<file path="config.mk">
export PLATFORM = sky130hd
export DESIGN_NAME = warp_ibuffer_flat
export DESIGN_NICKNAME = d
export VERILOG_FILES = /design/src/rtl/warp_ibuffer_if.sv /design/src/rtl/warp_ibuffer.sv /design/src/flat_wrapper.sv
export SDC_FILE = /design/constraint.sdc
export NUM_CORES = 1
export LEC_CHECK = 0
export BUFFER_PORTS_ARGS = -buffer_cell sky130_fd_sc_hd__buf_2
export CAP_MARGIN = 25
export CORE_UTILIZATION = 48
export DETAILED_ROUTE_END_ITERATION = 8
export GPL_ROUTABILITY_DRIVEN = 1
export PLACE_DENSITY = 0.73
export SYNTH_ARGS = -nofsm -noshare
export SYNTH_HDL_FRONTEND = slang
export SYNTH_SLANG_ARGS = --single-unit
</file>
<file path="constraint.sdc">
create_clock -name clk -period 2.55 [get_ports clk]
set_input_delay 0.1275 -clock clk [delete_from_list [all_inputs] [get_ports clk]]
set_output_delay 0.1275 -clock clk [all_outputs]
set_load 0.05 [all_outputs]
</file>
<file path="src/rtl/warp_ibuffer_if.sv">
// Interface bundling the decode-write, scoreboard, arbiter and issue signals
// of the per-warp instruction buffer.
//   master : the surrounding SM pipeline (decode, scoreboard, arbiter, issue)
//   slave  : the instruction buffer itself
// Signals:
//   dec_valid/dec_warp_id/dec_instr  decode write into one warp FIFO
//   ibuf_full                        per-warp FIFO full (back to decode)
//   stall                            per-warp scoreboard hazard
//   flush                            per-warp discard (branch redirect)
//   request                          per-warp issue eligibility (to arbiter)
//   grant_oh                         one-hot grant from arbiter
//   issue_ready                      issue stage accepts this cycle
//   issue_valid/issue_warp_id/issue_instr  granted warp's head instruction
//   overflow_err                     sticky decode-wrote-full-warp flag
interface warp_ibuffer_if #(
  parameter int NUM_WARPS_PER_SM = 4,
  parameter int INSTR_WIDTH      = 32
);
  localparam int WID_W = (NUM_WARPS_PER_SM > 1) ? $clog2(NUM_WARPS_PER_SM) : 1;

  logic                        dec_valid;
  logic [WID_W-1:0]            dec_warp_id;
  logic [INSTR_WIDTH-1:0]      dec_instr;
  logic [NUM_WARPS_PER_SM-1:0] ibuf_full;
  logic [NUM_WARPS_PER_SM-1:0] stall;
  logic [NUM_WARPS_PER_SM-1:0] flush;
  logic [NUM_WARPS_PER_SM-1:0] request;
  logic [NUM_WARPS_PER_SM-1:0] grant_oh;
  logic                        issue_ready;
  logic                        issue_valid;
  logic [WID_W-1:0]            issue_warp_id;
  logic [INSTR_WIDTH-1:0]      issue_instr;
  logic                        overflow_err;

  modport master (
    output dec_valid, dec_warp_id, dec_instr, stall, flush, grant_oh, issue_ready,
    input  ibuf_full, request, issue_valid, issue_warp_id, issue_instr, overflow_err
  );

  modport slave (
    input  dec_valid, dec_warp_id, dec_instr, stall, flush, grant_oh, issue_ready,
    output ibuf_full, request, issue_valid, issue_warp_id, issue_instr, overflow_err
  );
endinterface

</file>
<file path="src/rtl/warp_ibuffer.sv">
// Per-warp instruction buffer for the SM issue stage.
// Decode pushes one instruction per cycle into the FIFO of its warp; each
// non-empty, non-stalled, non-flushed warp raises request. The arbiter's
// one-hot grant selects which warp's head instruction is presented to issue,
// and the head is popped on the issue handshake.
// Ports:
//   clk    clock
//   reset  asynchronous, active-high reset (counts, pointers, overflow_err)
//   ibus   warp_ibuffer_if.slave (decode, stall/flush, arbiter, issue signals)
module warp_ibuffer #(
  parameter int NUM_WARPS_PER_SM = 4,
  parameter int IBUF_DEPTH       = 4,
  parameter int INSTR_WIDTH      = 32
) (
  input  logic          clk,
  input  logic          reset,
  warp_ibuffer_if.slave ibus
);
  localparam int NW    = NUM_WARPS_PER_SM;
  localparam int WID_W = (NW > 1) ? $clog2(NW) : 1;
  localparam int PTR_W = $clog2(IBUF_DEPTH);
  localparam int CNT_W = $clog2(IBUF_DEPTH + 1);

  logic [INSTR_WIDTH-1:0] mem    [NW][IBUF_DEPTH];
  logic [CNT_W-1:0]       count  [NW];
  logic [PTR_W-1:0]       rd_ptr [NW];
  logic [PTR_W-1:0]       wr_ptr [NW];
  logic                   overflow_q;

  logic [NW-1:0]    full;
  logic [NW-1:0]    req;
  logic [NW-1:0]    sel;
  logic [NW-1:0]    push;
  logic [NW-1:0]    pop;
  logic [WID_W-1:0] gidx;
  logic             reject;

  // Lowest set bit wins, so an illegal multi-hot grant still yields a
  // deterministic warp index.
  function automatic logic [WID_W-1:0] lowest_set(input logic [NW-1:0] v);
    lowest_set = '0;
    for (int i = NW - 1; i >= 0; i--) begin
      if (v[i]) lowest_set = WID_W'(i);
    end
  endfunction

  always_comb begin
    full = '0;
    req  = '0;
    push = '0;
    for (int w = 0; w < NW; w++) begin
      full[w] = (count[w] == CNT_W'(IBUF_DEPTH));
      req[w]  = (count[w] != '0) & ~ibus.stall[w] & ~ibus.flush[w];
      // A full warp rejects the push even if it pops this cycle.
      push[w] = ibus.dec_valid & (ibus.dec_warp_id == WID_W'(w))
              & ~full[w] & ~ibus.flush[w];
    end
  end

  assign sel  = ibus.grant_oh & req;
  assign pop  = sel & {NW{ibus.issue_ready}};
  assign gidx = lowest_set(ibus.grant_oh);

  // A push dropped because of a same-cycle flush is not an overflow.
  assign reject = ibus.dec_valid & full[ibus.dec_warp_id] & ~ibus.flush[ibus.dec_warp_id];

  assign ibus.ibuf_full     = full;
  assign ibus.request       = req;
  assign ibus.issue_valid   = |sel;
  assign ibus.issue_warp_id = gidx;
  assign ibus.issue_instr   = mem[gidx][rd_ptr[gidx]];
  assign ibus.overflow_err  = overflow_q;

  always_ff @(posedge clk or posedge reset) begin
    if (reset) begin
      for (int w = 0; w < NW; w++) begin
        count[w]  <= '0;
        rd_ptr[w] <= '0;
        wr_ptr[w] <= '0;
      end
      overflow_q <= 1'b0;
    end else begin
      for (int w = 0; w < NW; w++) begin
        if (ibus.flush[w]) begin
          count[w]  <= '0;
          rd_ptr[w] <= '0;
          wr_ptr[w] <= '0;
        end else begin
          if (push[w]) wr_ptr[w] <= wr_ptr[w] + PTR_W'(1);
          if (pop[w])  rd_ptr[w] <= rd_ptr[w] + PTR_W'(1);
          case ({push[w], pop[w]})
            2'b10:   count[w] <= count[w] + CNT_W'(1);
            2'b01:   count[w] <= count[w] - CNT_W'(1);
            default: ;
          endcase
        end
      end
      if (reject) overflow_q <= 1'b1;
    end
  end

  // Entry storage carries no reset; validity is tracked by count alone.
  always_ff @(posedge clk) begin
    for (int w = 0; w < NW; w++) begin
      if (push[w]) mem[w][wr_ptr[w]] <= ibus.dec_instr;
    end
  end
endmodule

</file>
<file path="src/flat_wrapper.sv">
// flat-port wrapper written by rule: the top's interface ports become plain ports
module warp_ibuffer_flat 
#(
  parameter int NUM_WARPS_PER_SM = 4,
  parameter int IBUF_DEPTH       = 4,
  parameter int INSTR_WIDTH      = 32
)
  (clk, reset, ibus_dec_valid, ibus_dec_warp_id, ibus_dec_instr, ibus_stall, ibus_flush, ibus_grant_oh, ibus_issue_ready, ibus_ibuf_full, ibus_request, ibus_issue_valid, ibus_issue_warp_id, ibus_issue_instr, ibus_overflow_err);
  warp_ibuffer_if #(.NUM_WARPS_PER_SM(NUM_WARPS_PER_SM), .INSTR_WIDTH(INSTR_WIDTH)) ibus_i ();
  input  logic clk;
  input  logic reset;
  input wire logic [$bits(ibus_i.dec_valid)-1:0] ibus_dec_valid;
  input wire logic [$bits(ibus_i.dec_warp_id)-1:0] ibus_dec_warp_id;
  input wire logic [$bits(ibus_i.dec_instr)-1:0] ibus_dec_instr;
  input wire logic [$bits(ibus_i.stall)-1:0] ibus_stall;
  input wire logic [$bits(ibus_i.flush)-1:0] ibus_flush;
  input wire logic [$bits(ibus_i.grant_oh)-1:0] ibus_grant_oh;
  input wire logic [$bits(ibus_i.issue_ready)-1:0] ibus_issue_ready;
  output wire logic [$bits(ibus_i.ibuf_full)-1:0] ibus_ibuf_full;
  output wire logic [$bits(ibus_i.request)-1:0] ibus_request;
  output wire logic [$bits(ibus_i.issue_valid)-1:0] ibus_issue_valid;
  output wire logic [$bits(ibus_i.issue_warp_id)-1:0] ibus_issue_warp_id;
  output wire logic [$bits(ibus_i.issue_instr)-1:0] ibus_issue_instr;
  output wire logic [$bits(ibus_i.overflow_err)-1:0] ibus_overflow_err;
  assign ibus_i.dec_valid = ibus_dec_valid;
  assign ibus_i.dec_warp_id = ibus_dec_warp_id;
  assign ibus_i.dec_instr = ibus_dec_instr;
  assign ibus_i.stall = ibus_stall;
  assign ibus_i.flush = ibus_flush;
  assign ibus_i.grant_oh = ibus_grant_oh;
  assign ibus_i.issue_ready = ibus_issue_ready;
  assign ibus_ibuf_full = ibus_i.ibuf_full;
  assign ibus_request = ibus_i.request;
  assign ibus_issue_valid = ibus_i.issue_valid;
  assign ibus_issue_warp_id = ibus_i.issue_warp_id;
  assign ibus_issue_instr = ibus_i.issue_instr;
  assign ibus_overflow_err = ibus_i.overflow_err;
  warp_ibuffer #(.NUM_WARPS_PER_SM(NUM_WARPS_PER_SM), .IBUF_DEPTH(IBUF_DEPTH), .INSTR_WIDTH(INSTR_WIDTH)) u_core (.clk(clk), .reset(reset), .ibus(ibus_i));
endmodule
</file>
==> flow_metrics.py, run 1 <==
metrics = {
    "status": {
        "status": "finished with violations",
        "violations": "negative setup slack",
    },
    "die": {
        "die_h_um": 223,
        "initial_utilization_pct": 48.9,
        "rows": 80,
        "die_w_um": 223,
        "core_area_um2": 47900,
        "io_pins": 94,
        "die_area_um2": 49700,
    },
    "yosys": {
        "synth.most_common_cell": "edfxtp_1",
        "synth_top_cells_by_area": "edfxtp_1, nor3b_1, dfrtp_1",
        "synthesis.area_um2": 23400,
        "syn_inst": 1587,
        "synth-seq-area-share_pct": 68.7,
        "synthTopCellsByCount": "edfxtp_1, nor3b_1, a21oi_1",
        "synth_nets": 1657,
        "synthArstFlopShare_pct": 5.36,
        "synth_edf_count": 512,
        "ys.flop_type": "edfxtp_1",
        "synth_cell_type_count": 60,
        "synth.avg_cell_area_um2": 14.8,
        "synth_area_leader_cell": "edfxtp_1",
        "ys_seq_elements": 541,
        "ys_warn_count": 0,
        "synth_top_area_share_pct": 65.6,
    },
    "min_path": {
        "holdPathStages": 4,
        "hold_path_class": "input port to flop",
        "min_from": "ibus_grant_oh[0]",
        "hold-path-endpoint": "u_core.rd_ptr[7]",
    },
    "global_route": {
        "grt_max_degree": 149,
        "grt_pass1_vias": 14500,
        "grt_usage_pct": 22.4,
        "antenna_found_initial": 2,
        "grt_pass1_wl_um": 84700,
        "overflow": 0,
    },
    "timing": {
        "setup_viol": 1,
        "layout_setup_ws_ns": -0.00430,
        "tightest_slew_ns": 0.850,
        "rsz0062_at_grt": "yes",
        "report.final.hold_viol_count": 0,
        "max_freq_mhz": 391,
        "maxSlewHeadroom_pct": 43.3,
        "fin_crit_ns": 2.55,
        "fin_setup_tns_ns": -0.00430,
        "finalMaxSlewViolations": 0,
        "skew_ns": 0.0249,
        "period_share_pct": 100,
        "holdWs_ns": 0.0320,
    },
    "critical_path": {
        "worstSetupPathType": "flop to output port",
        "slowest_stage": "dfrtp_1",
        "regToRegSetupSlack_ns": 0.22,
        "crit_chain": "inv_2 > a221oi_4 > o22ai_4 > buf_4 > buf_16 > mux2i_4 > mux2_2 > buf_6",
        "reg2reg_from": "u_core.count[2]",
        "r2r_cells": 7,
        "cp-start-kind": "flop",
        "critPathLaunch": "u_core.rd_ptr[2]",
        "cp_max_fo": 5,
        "arrival_ns": 2.43,
        "cpPeakStageDelay_ns": 0.35,
        "cp-end-kind": "output port",
        "crit_required_ns": 2.42,
        "r2r-end": "u_core.count[2]",
    },
    "clock_network": {
        "root_buffer": "clkbuf_16",
        "clock_latency_ns": 0.61,
        "cts_tree": "yes",
        "max-clock-path-buffers": 3,
        "path_clk_slew_ns": 0.06,
        "cts_made_buffers": 55,
        "h-tree-depth": 2,
        "clock_sinks": 541,
    },
    "route": {
        "dr_total_vias": 14300,
        "drt_iter0_markers": 1406,
        "wl_um": 55400,
        "first_pass_iters": 6,
        "drc": 0,
        "wire_per_inst_um": 23.2,
        "drtAntennaViolNets": 0,
        "via_per_inst": 5.97,
    },
    "placed_design": {
        "dp_hpwl_um": 28600,
        "dp.cells": 2235,
        "gp_congestion": 0.794,
        "pre_cts_slack_ns": 0.213,
        "io_buffers": 93,
        "post_dp_cell_area_um2": 24900,
    },
    "pwr": {
        "leakage_nw": 9.55,
        "power_density_nw_per_um2": 701,
        "ir_drop_mv": 0.427,
        "finalPower_mw": 19.2,
    },
    "cells_and_area": {
        "final_layout_size_suffix_gt1_share_pct": 21.5,
        "syn2layout_area_growth_pct": 16.8,
        "final_cell_count_no_fill": 2386,
        "final_area_um2": 27400,
        "finish.utilization_pct": 57.1,
        "nNetsFinal": 1798,
    },
    "run": {
        "cap_violations": 0,
    },
}
-- kinds of logic after synthesis --
kind of cell,after synthesis,synth area share [%]
AOI/OAI and AO/OA,372,11.3
DFF,541,68.7
xor gates and xnor gates,18,0.704
and+or+nand+nor,368,9.87
adders and majority gates,20,1.20
muxes,103,4.57
buffers and inverters,165,3.66
-- placed cells by master (no fill, tap or decap), types with 35 or more instances in the layout --
cell,instances
nor2b_1,98
buf_2,57
inv_1,49
dlygate4sd3_1,43
buf_4,35
a21oi_1,99
edfxtp_1,512
mux2i_1,69
nor3b_1,99
o31ai_1,96
nor2_1,69
clkbuf_16,56
o21ai_0,77
-- state kept, by name, indices dropped and copies added, names as in the netlist --
signal,cells
u_core.ibus.overflow_err,1
u_core.mem,512
u_core.wr_ptr,8
u_core.count,12
u_core.rd_ptr,8
-- area by class of cell --
| class | instances | area [um^2] |
|---|---|---|
| diodes | 1 | 2.50 |
| clock buffers | 77 | 1480 |
| clock inverters | 22 | 163 |
| fillers | 3570 | 20600 |
| inverters | 50 | 188 |
| multi-input cells | 881 | 6660 |
| flip-flops and latches | 541 | 16100 |
| well taps | 615 | 769 |
| repair buffers | 199 | 2030 |
-- timing repair --
action                                  4_1_cts  5_1_grt
endpoints found under the hold margin       569        0
gates cloned                                  3        0
pin swaps                                     2        0
buffers inserted                              4        1
endpoints found under the setup margin       32       32
hold buffers                                 43        0
gates resized for setup                      70       24
-- how the worst max path moves through the flow --
stage,slack [ns],cells past startpoint,endpoint
global route,-0.08,8,ibus_issue_instr[30]
detailed placement,0.21,9,ibus_issue_instr[0]
CTS,-0.01,8,ibus_issue_instr[30]
floorplan,0.02,7,u_core.count[1]
global placement,0.27,8,ibus_issue_instr[4]
finish,-0.004,8,ibus_issue_instr[15]
-- report_power, final --
part           switching, mW  internal, mW  total, mW
clock network           3.26          4.23       7.49
registers             0.0265          9.79       9.81
logic                   1.15         0.745       1.90
-- worst max-delay path, delay by kind of cell, from the launching register on --
| family | cells | cell delay [ns] |
|---|---|---|
| compound gates | 2 | 0.46 |
| buf+inv | 4 | 0.53 |
| flops | 1 | 0.35 |
| mux | 2 | 0.48 |
-- per-layer routing --
layer,up-vias,track usage (%),wire length (um)
li1,6390,-,-
met1,7228,30.3,23100
met2,534,36.8,27100
met3,97,3.67,3900
met4,2,7.59,1250
met5,-,0,10
Note: power is estimated with default switching activity, not from simulation.
==> run 2: changes to the inputs <==
--- a/config.mk
+++ b/config.mk
@@ -5,11 +5,13 @@
 export SDC_FILE = /design/constraint.sdc
 export NUM_CORES = 1
 export LEC_CHECK = 0
+export ABC_AREA = 1
 export BUFFER_PORTS_ARGS = -buffer_cell sky130_fd_sc_hd__buf_2
 export CAP_MARGIN = 25
 export CORE_UTILIZATION = 48
 export DETAILED_ROUTE_END_ITERATION = 8
 export GPL_ROUTABILITY_DRIVEN = 1
+export GPL_TIMING_DRIVEN = 0
 export PLACE_DENSITY = 0.73
 export SYNTH_ARGS = -nofsm -noshare
 export SYNTH_HDL_FRONTEND = slang
==> flow_metrics.py, run 2 <==
metrics = {
    "status": {
        "status": "completed",
    },
    "placed_design": {
        "gp_congestion": 0.871,
        "dp.cells": 2808,
        "dp_hpwl_um": 42500,
        "io_buffers": 92,
    },
    "global_route": {
        "grt_max_degree": 25,
        "grt_usage_pct": 25.6,
        "overflow": 0,
        "grt_pass1_vias": 16800,
        "grt_pass1_wl_um": 95100,
        "antenna_found_initial": 0,
    },
    "route": {
        "drt_iter0_markers": 1853,
        "drc": 0,
        "wire_per_inst_um": 21.4,
        "first_pass_iters": 6,
        "dr_total_vias": 17000,
        "wl_um": 63300,
        "drtAntennaViolNets": 0,
        "via_per_inst": 5.77,
    },
    "timing": {
        "fin_crit_ns": 2.47,
        "tightest_slew_ns": 0.769,
        "max_freq_mhz": 406,
        "maxSlewHeadroom_pct": 48.6,
        "finalMaxSlewViolations": 0,
        "skew_ns": 0.0168,
        "rsz0062_at_grt": "no",
        "period_share_pct": 96.7,
        "setup_viol": 0,
        "report.final.hold_viol_count": 0,
        "holdWs_ns": 0.0341,
    },
    "yosys": {
        "ys_seq_elements": 541,
        "synth_top_cells_by_area": "edfxtp_1, nand3_1, nand2_1",
        "synthesis.area_um2": 23200,
        "synth_cell_type_count": 29,
        "synth.avg_cell_area_um2": 11.1,
        "ys.flop_type": "edfxtp_1",
        "synth_area_leader_cell": "edfxtp_1",
        "synth.most_common_cell": "nand2_1",
        "syn_inst": 2084,
        "synth_top_area_share_pct": 66.2,
        "synthArstFlopShare_pct": 5.36,
        "ys_warn_count": 0,
        "synthTopCellsByCount": "nand2_1, nand3_1, edfxtp_1",
        "synth-seq-area-share_pct": 69.3,
        "synth_edf_count": 512,
        "synth_nets": 2154,
    },
    "pwr": {
        "comb_power_share_pct": 11.5,
        "p_switching_mw": 5.15,
        "p_clk_share_pct": 40.5,
        "intPower_mw": 15.4,
        "leakage_nw": 10.6,
        "ir_drop_mv": 0.492,
        "power_density_nw_per_um2": 753,
        "seqPwrFrac_pct": 48.0,
        "p_sw_share_pct": 25.1,
    },
    "die": {
        "die_h_um": 222,
        "die_w_um": 222,
        "io_pins": 94,
        "rows": 80,
        "core_area_um2": 47700,
        "die_area_um2": 49300,
        "initial_utilization_pct": 48.7,
    },
    "critical_path": {
        "critPathBufInv": 3,
        "path_delay_family": "buffers and inverters",
        "crit_required_ns": 2.42,
        "crit_path_frequent_cell": "nand2_1",
        "cpPeakStageDelay_ns": 0.35,
        "crit_chain": "inv_1 > nand2_1 > o21ai_1 > nand2_1 > nand2_2 > buf_2 > nand3_1 > nand2_1 > clkbuf_4",
        "slowest_stage": "dfrtp_1",
        "worstSetupPathType": "flop to output port",
        "cp_max_fo": 10,
        "arrival_ns": 2.34,
        "cp-start-kind": "flop",
        "cp-end-kind": "output port",
    },
    "cells_and_area": {
        "final_layout_size_suffix_gt1_share_pct": 13.9,
        "nFillCells": 3740,
        "final_cell_count_no_fill": 2956,
        "n_antenna_cell": 0,
        "final_cell_mix": "nand2_1, nand3_1, edfxtp_1, buf_2, inv_1",
        "syn2layout_area_growth_pct": 17.6,
        "largest_reg_flops": 512,
        "nNetsFinal": 2366,
        "final_common_cell": "nand2_1",
    },
    "min_path": {
        "hold_path_class": "input port to flop",
    },
    "clock_network": {
        "root_buffer": "clkbuf_16",
        "path_clk_slew_ns": 0.06,
        "max-clock-path-buffers": 3,
        "h-tree-depth": 2,
        "clock_sinks": 541,
        "cts_made_buffers": 54,
        "clock_latency_ns": 0.59,
        "cts_tree": "yes",
    },
    "run": {
        "cap_violations": 0,
    },
}
run 2: cell types whose count changed after synthesis, sizes merged, moves of 36 or more:
cell | before | now
nand3 | 2 | 607
o21ai | 98 | 19
mux2i | 71 | 0
o31ai | 96 | 0
nand2 | 9 | 620
nor2 | 69 | 33
nor3b | 103 | 0
a21oi | 100 | 8
nor2b | 99 | 0
clkbuf | 62 | 22
buf | 53 | 111
run 2: cells by family after synthesis:
group	synth area share, %
xor gates and xnor gates	0.188
AOI/OAI and AO/OA	0.765
and+or+nand+nor	24.4
adders and majority gates	1.21
buffers and inverters	4.12
DFF	69.3
run 2: routing by layer:
| metal | GRT usage [%] | vias to the layer above | wire length (um) |
|---|---|---|---|
| li1 | - | 7765 | - |
| met2 | 44.0 | 865 | 31300 |
| met1 | 31.7 | 8247 | 23300 |
| met4 | 12.2 | 0 | 2960 |
| met3 | 4.13 | 170 | 5730 |
| met5 | 0 | - | 0 |
run 2: layout make-up:
class | count | area, um^2 | area share (%)
Multi-Input combinational cell | 1342 | 6300 | 23.1
Timing Repair Buffer | 156 | 1330 | 4.88
Inverter | 68 | 255 | 0.934
Sequential cell | 541 | 16100 | 58.9
Buffer | 133 | 704 | 2.58
Clock buffer | 57 | 1360 | 4.99
Tap cell | 615 | 769 | 2.82
Clock inverter | 44 | 495 | 1.81
run 2: through the flow:
step / worst slack (ns) / setup TNS [ns] / util [%] / instance area, um^2 / power, mW
after detailed placement: -0.0964 / -0.0964 / 52.3 / 25000 / 12.3
after global placement: -1.53 / -649.48 / 51.2 / 24500 / 12.2
after CTS: 0.0652 / 0 / 57.2 / 27300 / 20.6
after floorplan: -0.0166 / -2.12 / - / 23200 / 11.5
after global routing: 0.00809 / 0 / 57.2 / 27300 / 21.1
final: 0.0839 / 0 / 57.2 / 27300 / 20.6
run 2: what timing repair did:
action                                  4_1_cts  5_1_grt
endpoints found under the hold margin       558        0
pin swaps                                     1        0
hold buffers                                 46        0
endpoints found under the setup margin        1       22
resized for setup                             0        7
setup buffers                                 1        0
gates cloned                                  0        0
run 2: path summary, 6_finish.rpt:
| path | startpoint | end | slack (ns) | depth (start not counted) |
|---|---|---|---|---|
| setup / recovery | u_core.rd_ptr[3] | ibus_issue_instr[29] | 0.08 | 9 |
| hold / removal | ibus_dec_warp_id[0] | u_core.ibus.overflow_err | 0.03 | 5 |
| setup reg to reg | u_core.count[6] | u_core.mem[1][38] | 0.16 | 5 |
| hold reg to reg | u_core.ibus.overflow_err | u_core.ibus.overflow_err | 0.50 | 2 |
| max in group asynchronous | reset | u_core.wr_ptr[0] | 1.92 | 4 |
| min in group asynchronous | reset | u_core.count[7] | 0.13 | 3 |
run 2: worst min-delay path, delay by kind of cell:
kind                   cells  cell delay [ns]
buffers and inverters      1             0.12
AO/OA/AOI/OAI              2             0.19
AND/OR/NAND/NOR            2             0.15
run 2: power groups by stage:
stage               Combinational [mW]  Sequential, mW  Clock [mW]
floorplan                         1.46            10.0           0
finish                            2.36            9.87        8.34
global placement                  2.19            10.1           0
CTS                               2.34            9.87        8.35
global route                      2.54            9.87        8.70
detailed placement                2.27            10.1           0
